### config.mk
export PLATFORM = sky130hd
export DESIGN_NAME = wb_master_cmd
export DESIGN_NICKNAME = d
export VERILOG_FILES = /design/src/rtl/wb_master_cmd.sv
export SDC_FILE = /design/constraint.sdc
export NUM_CORES = 1
export LEC_CHECK = 0
export ABC_CLOCK_PERIOD_IN_PS = 3000
export CAP_MARGIN = 20
export CORE_MARGIN = 10
export CORE_UTILIZATION = 43
export DETAILED_ROUTE_END_ITERATION = 7
export HOLD_SLACK_MARGIN = 0.05
export PLACE_DENSITY = 0.93
export SLEW_MARGIN = 25
export SYNTH_ARGS = -nofsm -noshare
export SYNTH_HDL_FRONTEND = slang
export SYNTH_SLANG_ARGS = --single-unit
### constraint.sdc
create_clock -name clk -period 3 [get_ports clk]
set_input_delay 0.6 -clock clk [delete_from_list [all_inputs] [get_ports clk]]
set_output_delay 0.6 -clock clk [all_outputs]
set_load 0.02 [all_outputs]
### src/rtl/wb_master_cmd.sv
`default_nettype none
// ============================================================================
// Module      : wb_master_cmd
// Description : Single-outstanding command/response to Wishbone initiator.
//               Optional bus timeout enabled by defining WB_MASTER_TIMEOUT_EN.
// Revision    : 1.0 - initial release
// ============================================================================
module wb_master_cmd #(
    parameter logic [15:0] TIMEOUT_CYCLES = 16'd255
) (
    input  logic        clk,
    input  logic        reset,
    input  logic        cmd_valid,
    output logic        cmd_ready,
    input  logic        cmd_we,
    input  logic [31:0] cmd_adr,
    input  logic [3:0]  cmd_sel,
    input  logic [31:0] cmd_dat,
    output logic        rsp_valid,
    input  logic        rsp_ready,
    output logic [31:0] rsp_dat,
    output logic        rsp_err,
    output logic        busy,
    output logic        wb_cyc_o,
    output logic        wb_stb_o,
    output logic        wb_we_o,
    output logic [31:0] wb_adr_o,
    output logic [3:0]  wb_sel_o,
    output logic [31:0] wb_dat_o,
    input  logic [31:0] wb_dat_i,
    input  logic        wb_ack_i
);

    typedef enum logic [1:0] {
        IDLE = 2'd0,
        BUS  = 2'd1,
        RESP = 2'd2
    } state_t;

    state_t      state_q, state_d;
    logic        cmd_ready_q, cmd_ready_d;
    logic        wb_cyc_q, wb_cyc_d;
    logic        wb_stb_q, wb_stb_d;
    logic        wb_we_q, wb_we_d;
    logic [31:0] wb_adr_q, wb_adr_d;
    logic [3:0]  wb_sel_q, wb_sel_d;
    logic [31:0] wb_dat_q, wb_dat_d;
    logic        rsp_valid_q, rsp_valid_d;
    logic [31:0] rsp_dat_q, rsp_dat_d;

`ifdef WB_MASTER_TIMEOUT_EN
    logic [15:0] tmo_cnt_q, tmo_cnt_d;
    logic        rsp_err_q, rsp_err_d;
    logic        tmo_hit;

    // Abort on the edge that would bring the count up to the limit.
    assign tmo_hit = (tmo_cnt_q + 16'd1) == TIMEOUT_CYCLES;
`else
    // Parameter is kept so both builds share one instantiation interface.
    if (TIMEOUT_CYCLES == 16'd0) begin : g_timeout_unused
    end
`endif

    always_comb begin
        state_d     = state_q;
        wb_cyc_d    = wb_cyc_q;
        wb_stb_d    = wb_stb_q;
        wb_we_d     = wb_we_q;
        wb_adr_d    = wb_adr_q;
        wb_sel_d    = wb_sel_q;
        wb_dat_d    = wb_dat_q;
        rsp_valid_d = rsp_valid_q;
        rsp_dat_d   = rsp_dat_q;
`ifdef WB_MASTER_TIMEOUT_EN
        tmo_cnt_d   = tmo_cnt_q;
        rsp_err_d   = rsp_err_q;
`endif

        case (state_q)
            IDLE: begin
                if (cmd_valid && cmd_ready_q) begin
                    wb_cyc_d = 1'b1;
                    wb_stb_d = 1'b1;
                    wb_we_d  = cmd_we;
                    wb_adr_d = cmd_adr;
                    wb_sel_d = cmd_sel;
                    wb_dat_d = cmd_dat;
                    state_d  = BUS;
`ifdef WB_MASTER_TIMEOUT_EN
                    tmo_cnt_d = 16'd0;
`endif
                end
            end
            BUS: begin
                // Ack is checked first so it wins a same-edge timeout.
                if (wb_ack_i) begin
                    wb_cyc_d    = 1'b0;
                    wb_stb_d    = 1'b0;
                    rsp_dat_d   = wb_we_q ? 32'd0 : wb_dat_i;
                    rsp_valid_d = 1'b1;
                    state_d     = RESP;
`ifdef WB_MASTER_TIMEOUT_EN
                    rsp_err_d   = 1'b0;
                end else if (tmo_hit) begin
                    wb_cyc_d    = 1'b0;
                    wb_stb_d    = 1'b0;
                    rsp_dat_d   = 32'd0;
                    rsp_err_d   = 1'b1;
                    rsp_valid_d = 1'b1;
                    state_d     = RESP;
                end else begin
                    tmo_cnt_d   = tmo_cnt_q + 16'd1;
`endif
                end
            end
            RESP: begin
                if (rsp_ready) begin
                    rsp_valid_d = 1'b0;
                    state_d     = IDLE;
                end
            end
            default: begin
                state_d = IDLE;
            end
        endcase

        cmd_ready_d = (state_d == IDLE);
    end

    always_ff @(posedge clk or negedge reset) begin
        if (!reset) begin
            state_q     <= IDLE;
            cmd_ready_q <= 1'b0;
            wb_cyc_q    <= 1'b0;
            wb_stb_q    <= 1'b0;
            wb_we_q     <= 1'b0;
            wb_adr_q    <= 32'd0;
            wb_sel_q    <= 4'd0;
            wb_dat_q    <= 32'd0;
            rsp_valid_q <= 1'b0;
            rsp_dat_q   <= 32'd0;
        end else begin
            state_q     <= state_d;
            cmd_ready_q <= cmd_ready_d;
            wb_cyc_q    <= wb_cyc_d;
            wb_stb_q    <= wb_stb_d;
            wb_we_q     <= wb_we_d;
            wb_adr_q    <= wb_adr_d;
            wb_sel_q    <= wb_sel_d;
            wb_dat_q    <= wb_dat_d;
            rsp_valid_q <= rsp_valid_d;
            rsp_dat_q   <= rsp_dat_d;
        end
    end

`ifdef WB_MASTER_TIMEOUT_EN
    always_ff @(posedge clk or negedge reset) begin
        if (!reset) begin
            tmo_cnt_q <= 16'd0;
            rsp_err_q <= 1'b0;
        end else begin
            tmo_cnt_q <= tmo_cnt_d;
            rsp_err_q <= rsp_err_d;
        end
    end

    assign rsp_err = rsp_err_q;
`else
    assign rsp_err = 1'b0;
`endif

    assign cmd_ready = cmd_ready_q;
    assign busy      = (state_q != IDLE);
    assign wb_cyc_o  = wb_cyc_q;
    assign wb_stb_o  = wb_stb_q;
    assign wb_we_o   = wb_we_q;
    assign wb_adr_o  = wb_adr_q;
    assign wb_sel_o  = wb_sel_q;
    assign wb_dat_o  = wb_dat_q;
    assign rsp_valid = rsp_valid_q;
    assign rsp_dat   = rsp_dat_q;

endmodule
`default_nettype wire

* Yosys cells after proc, flatten, opt, wreduce, memory -nomap -nowiden *
Index checks and enable logic that the tools add are counted.

cells by class
  $add $sub $neg = 0
  $mul = 0
  div/mod/pow operators = 0
  magnitude comparators = 0
  eq/ne operators = 5
  shift operators = 0
  muxes and demuxes = 11
  bitwise gates (word level) = 0
  reduce and logical (&&, ||, !) cells = 10

operators by type and width
  operator                                                                count
  32-bit two-way mux                                                      1
  2-bit two-way mux                                                       3
  2-bit != test (second input constant)                                   3
  2-bit case mux with 3 select lines                                      1
  3-bit AND reduction                                                     2
  2-bit nonzero test                                                      3
  2-bit zero test                                                         2
  1-bit two-way mux                                                       4
  1-bit case mux with 2 select lines                                      2
  2-bit AND reduction                                                     2
  2-bit by 1-bit equality test with 1-bit output (second input constant)  1
  2-bit equality test (second input constant)                             1
  1-bit logical AND                                                       1

word-level totals
  register bits after elaboration = 106
  latch bits = 0
  RAM bits = 0
  ROM bits = 0
  bits of input ports = 106
  output and inout bits = 107
  word-level logic and storage cells = 35
  memories kept = 0

* Logic depth before layout (Yosys ltp) *
Gate-level depths: netlist of the first run.

  depth in word-level cells = 4
  mapped depth = 5
  depth with buffers taken out = 3

* Worst setup path before layout of the first run *
OpenSTA, ideal clock, no wires.

  path kind = flip-flop to flip-flop
  start point = register state_q[0]
  end point = register wb_adr_q[10] (netlist: wb_adr_o[10])
  setup time = 125 ps
  data arrival time = 1,391 ps
  data required time = 2,875 ps
  slack = 1,484 ps
  cell stages (with the launch flop) = 5
  buffers on the path = 1
  period minus slack after synthesis = 1,516 ps
  cells stage by stage = dfrtp_1 or2_4 nor2_8 buf_6 mux2_2

on the way
  longest elaborated chain between the ends = 2

RTL lines
  element                        line  source
  start, declared                40    state_t state_q, state_d;
  start signal, assigned         143   state_q <= state_d;
  2-bit zero test                79    case (state_q)
  2-bit AND reduction (no line)  -
  end signal, assigned           148   wb_adr_q <= wb_adr_d;
  end, declared                  45    logic [31:0] wb_adr_q, wb_adr_d;

No other way between the ends.
A chain may end at the register's enable or synchronous reset.

* Final worst setup path of the first run *
  start point = register wb_we_q (netlist: wb_we_o)
  end point = output port wb_we_o

RTL lines
  element                 line  source
  start, declared         44    logic wb_we_q, wb_we_d;
  start signal, assigned  147   wb_we_q <= wb_we_d;
  end, declared           26    output logic wb_we_o,

No word-level cell between the ends.

==> impl_metrics.yaml, run 1 <==
status:
  outcome: "completed"
cts:
  cts.repair.resized: 0
  clock-root-buffer: "clkbuf_8"
  cts_sinks: 106
  clock_latency_ns: 0.36
  postCtsHoldBufs: 0
  path_clk_slew_ns: 0.10
  cts_tree: "yes"
  cts_buffer_depth: 2
  cts_setup_buffers: 0
  htree_levels: 3
  cts_inserted_buffers: 9
yosys:
  synth.largest_area_cell: "dfrtp_1"
  synth-edff-count: 0
  synthesis.nets: 415
  synth_area_leaders: "dfrtp_1, mux2_2, nand2b_1, o21ai_0, nand2_1"
  yosys.area_share.xor_xnor: 0
  synth_simple_gate_area_share: 0.0940
  synth_fa_ha_area_frac: 0
  yosys-mux-area-fraction: 0.189
  yosysWarnings: 0
  synth-async-reset-ratio: 1.00
  ys.flop_type: "dfrtp_1"
  ys_types: 21
  syn_avg_cell_area_sq_um: 13.5
  synth_seq_cells: 106
  synth_top_family_by_area: "multiplexers"
  syn-cell-area_sq_um: 4170
  synth_most_common_cell: "dfrtp_1"
  yosysSeqAreaShare: 0.637
  yosys.area.top_type_share: 0.637
  synth_cells: 309
  synth-compound-area-share: 0.0459
  yosys-top-cells-count: "dfrtp_1, mux2_2, nand2_1"
power_and_ir_drop:
  pwr-share-seq: 0.356
  ir_worst_vdd_mv: 0.554
  p_sw_mw: 2.62
  combPwrFrac: 0.512
  internal_power_mw: 4.47
  clockPowerShare: 0.132
  p_sw_frac: 0.370
  powerDensity_nw_per_um2: 1080
  p_leak_nw: 2.73
routing:
  route.vias.total: 3122
  avgRoutedWirePerCell_microns: 19.6
  drtIter0Drc: 126
  drc_errors: 0
  viasPerCell: 4.81
  drtPass1Iterations: 4
  drt_wl_total_microns: 12700
  postRouteAntennaNets: 0
place:
  routabilityCongestion: 0.767
  dp.cells: 634
  dpl-instance-area_sq_um: 6360
  dp.final_hpwl_microns: 10000
  port-buffer-count: 211
setup_path:
  reg2reg_from: "state_q[0]$_DFF_PN0_"
  crit_required_ns: 2.40
  endpoint_kind: "primary output"
  crit_start: "wb_we_o$_DFFE_PN0P_"
  worstPathCellList: "clkdlybuf4s50_1"
  path_depth: 1
  worstPathMaxFanout: 34
  rr_worst_depth: 4
  worstPathBufferInverterCount: 1
  reg2reg_to: "wb_adr_o[17]$_DFFE_PN0P_"
  crit_path_start_kind: "flip-flop"
  cp_slowest_cell: "dfrtp_1"
  slowest_delay_ns: 0.89
  critical_path.top_delay_family: "flip-flops"
  critPathKind: "flip-flop to primary output"
  endpoint: "wb_we_o"
  rrSetupSlack_ns: 1.30
  cp.arrival_ns: 2.01
sta:
  tightest_slew_ns: 0.822
  fmax_mhz: 384
  rsz0062_at_grt: "no"
  final_max_slew_viol_count: 0
  setup_viol: 0
  skew_ns: 0.0117
  period_minus_slack_ns: 2.61
  relSlewSlack: 0.452
  finalHoldViolations: 0
  finalCritPeriodShare: 0.869
  setup_tns_ns: 0
  holdWs_ns: 0.273
finish:
  syn2layout_area_growth_pct: 57.6
  multiInputGateArea_sq_um: 1380
  stdcell_count: 649
  fillCellCount: 631
  regArea_sq_um: 2650
  final_layout_size_suffix_gt1_frac: 0.162
  post-route-cell-area_sq_um: 6570
  antenna_cells: 0
  finalNetCount: 622
die:
  die_w_microns: 118
  rows: 35
  io_pins: 213
  dieArea_sq_um: 14000
  start_util: 0.447
  die_y_microns: 118
  core_region_area_sq_um: 9330
grt:
  grt_start_max_net_pins: 66
  grt_use_total: 0.179
  antenna_found_initial: 0
  grt_pass1_wl_microns: 20200
  first_global_vias: 3530
  grt-ovfl-total: 0
min_path:
  hold_path_class: "primary input to async pin"
job:
  drv_cap: 0
[per-layer routing]
layer | GRT usage | wire, microns | vias up
li1 | - | - | 1445
met1 | 0.210 | 5230 | 1498
met2 | 0.290 | 5930 | 168
met3 | 0.0833 | 1430 | 11
met4 | 0.0458 | 124 | 0
met5 | 0 | 0 | -
[stage by stage]
stage / util / setup slack [ns] / total power, mW
after floorplan: - / 1.48 / 4.39
after global placement: 0.682 / 0.852 / 6.08
after detailed placement: 0.682 / 0.807 / 6.24
after CTS: 0.704 / 0.383 / 7.19
after global routing: 0.704 / 0.277 / 7.49
final: 0.704 / 0.394 / 7.09
[final cells by class]
class / count / area share
clock buffer: 10 / 0.0194
sequential: 106 / 0.404
inverter: 1 / 0.000572
multi-input combinational: 183 / 0.209
clock inverter: 5 / 0.0122
timing repair buffer: 215 / 0.330
tap: 129 / 0.0246
[cell families (layout without fill, tap and decap cells)]
family | after synthesis | count (layout)
flip-flops | 106 | 106
AND/OR/NAND/NOR | 75 | 75
multiplexers | 70 | 70
AO/OA/AOI/OAI | 37 | 37
buffers and inverters | 20 | 231
other | 1 | 1
[state kept, by name (all words and copies together) (netlist names)]
signal     count
cmd_ready      1
wb_we_o        1
state_q        2
wb_dat_o      32
wb_stb_o       1
wb_adr_o      32
rsp_dat       32
wb_sel_o       4
rsp_valid      1
[cells in the final DEF (no fill, tap or decap), drive strengths merged, types with 2 or more instances in the layout]
master and count:
a21oi 3, buf 5, bufinv 2, clkbuf 10
clkdlybuf4s50 210, clkinvlp 2, dfrtp 106, mux2 70
nand2 36, nand2b 33, nor2 3, o21ai 32
[worst min path at each step]
stage	slack, ns	from	to	cells past startpoint
floorplan	0.30	reset	cmd_ready$_DFF_PN0_	0
global route	0.32	reset	wb_dat_o[10]$_DFFE_PN0P_	1
detailed placement	0.47	rsp_dat[23]$_DFFE_PN0P_	rsp_dat[23]$_DFFE_PN0P_	2
CTS	0.28	reset	wb_dat_o[10]$_DFFE_PN0P_	1
global placement	0.46	rsp_dat[12]$_DFFE_PN0P_	rsp_dat[12]$_DFFE_PN0P_	2
finish	0.27	reset	wb_adr_o[11]$_DFFE_PN0P_	1
[power groups by stage]
stage                     clock network, mW  registers (mW)  logic [mW]
after CTS                             0.961            2.54        3.69
after global routing                   1.01            2.62        3.86
after global placement                    0            2.50        3.58
after floorplan                           0            3.26        1.13
final                                 0.935            2.53        3.63
after detailed placement                  0            2.56        3.68
(Power assumes the default switching activity.)
==> inputs of run 2 (changes only) <==
--- a/config.mk
+++ b/config.mk
@@ -12,6 +12,7 @@
 export DETAILED_ROUTE_END_ITERATION = 7
 export HOLD_SLACK_MARGIN = 0.05
 export PLACE_DENSITY = 0.93
+export SETUP_SLACK_MARGIN = 0.1
 export SLEW_MARGIN = 25
 export SYNTH_ARGS = -nofsm -noshare
 export SYNTH_HDL_FRONTEND = slang
==> results of run 2 <==
Final layout, timing and power as in run 1 (identical DEF).
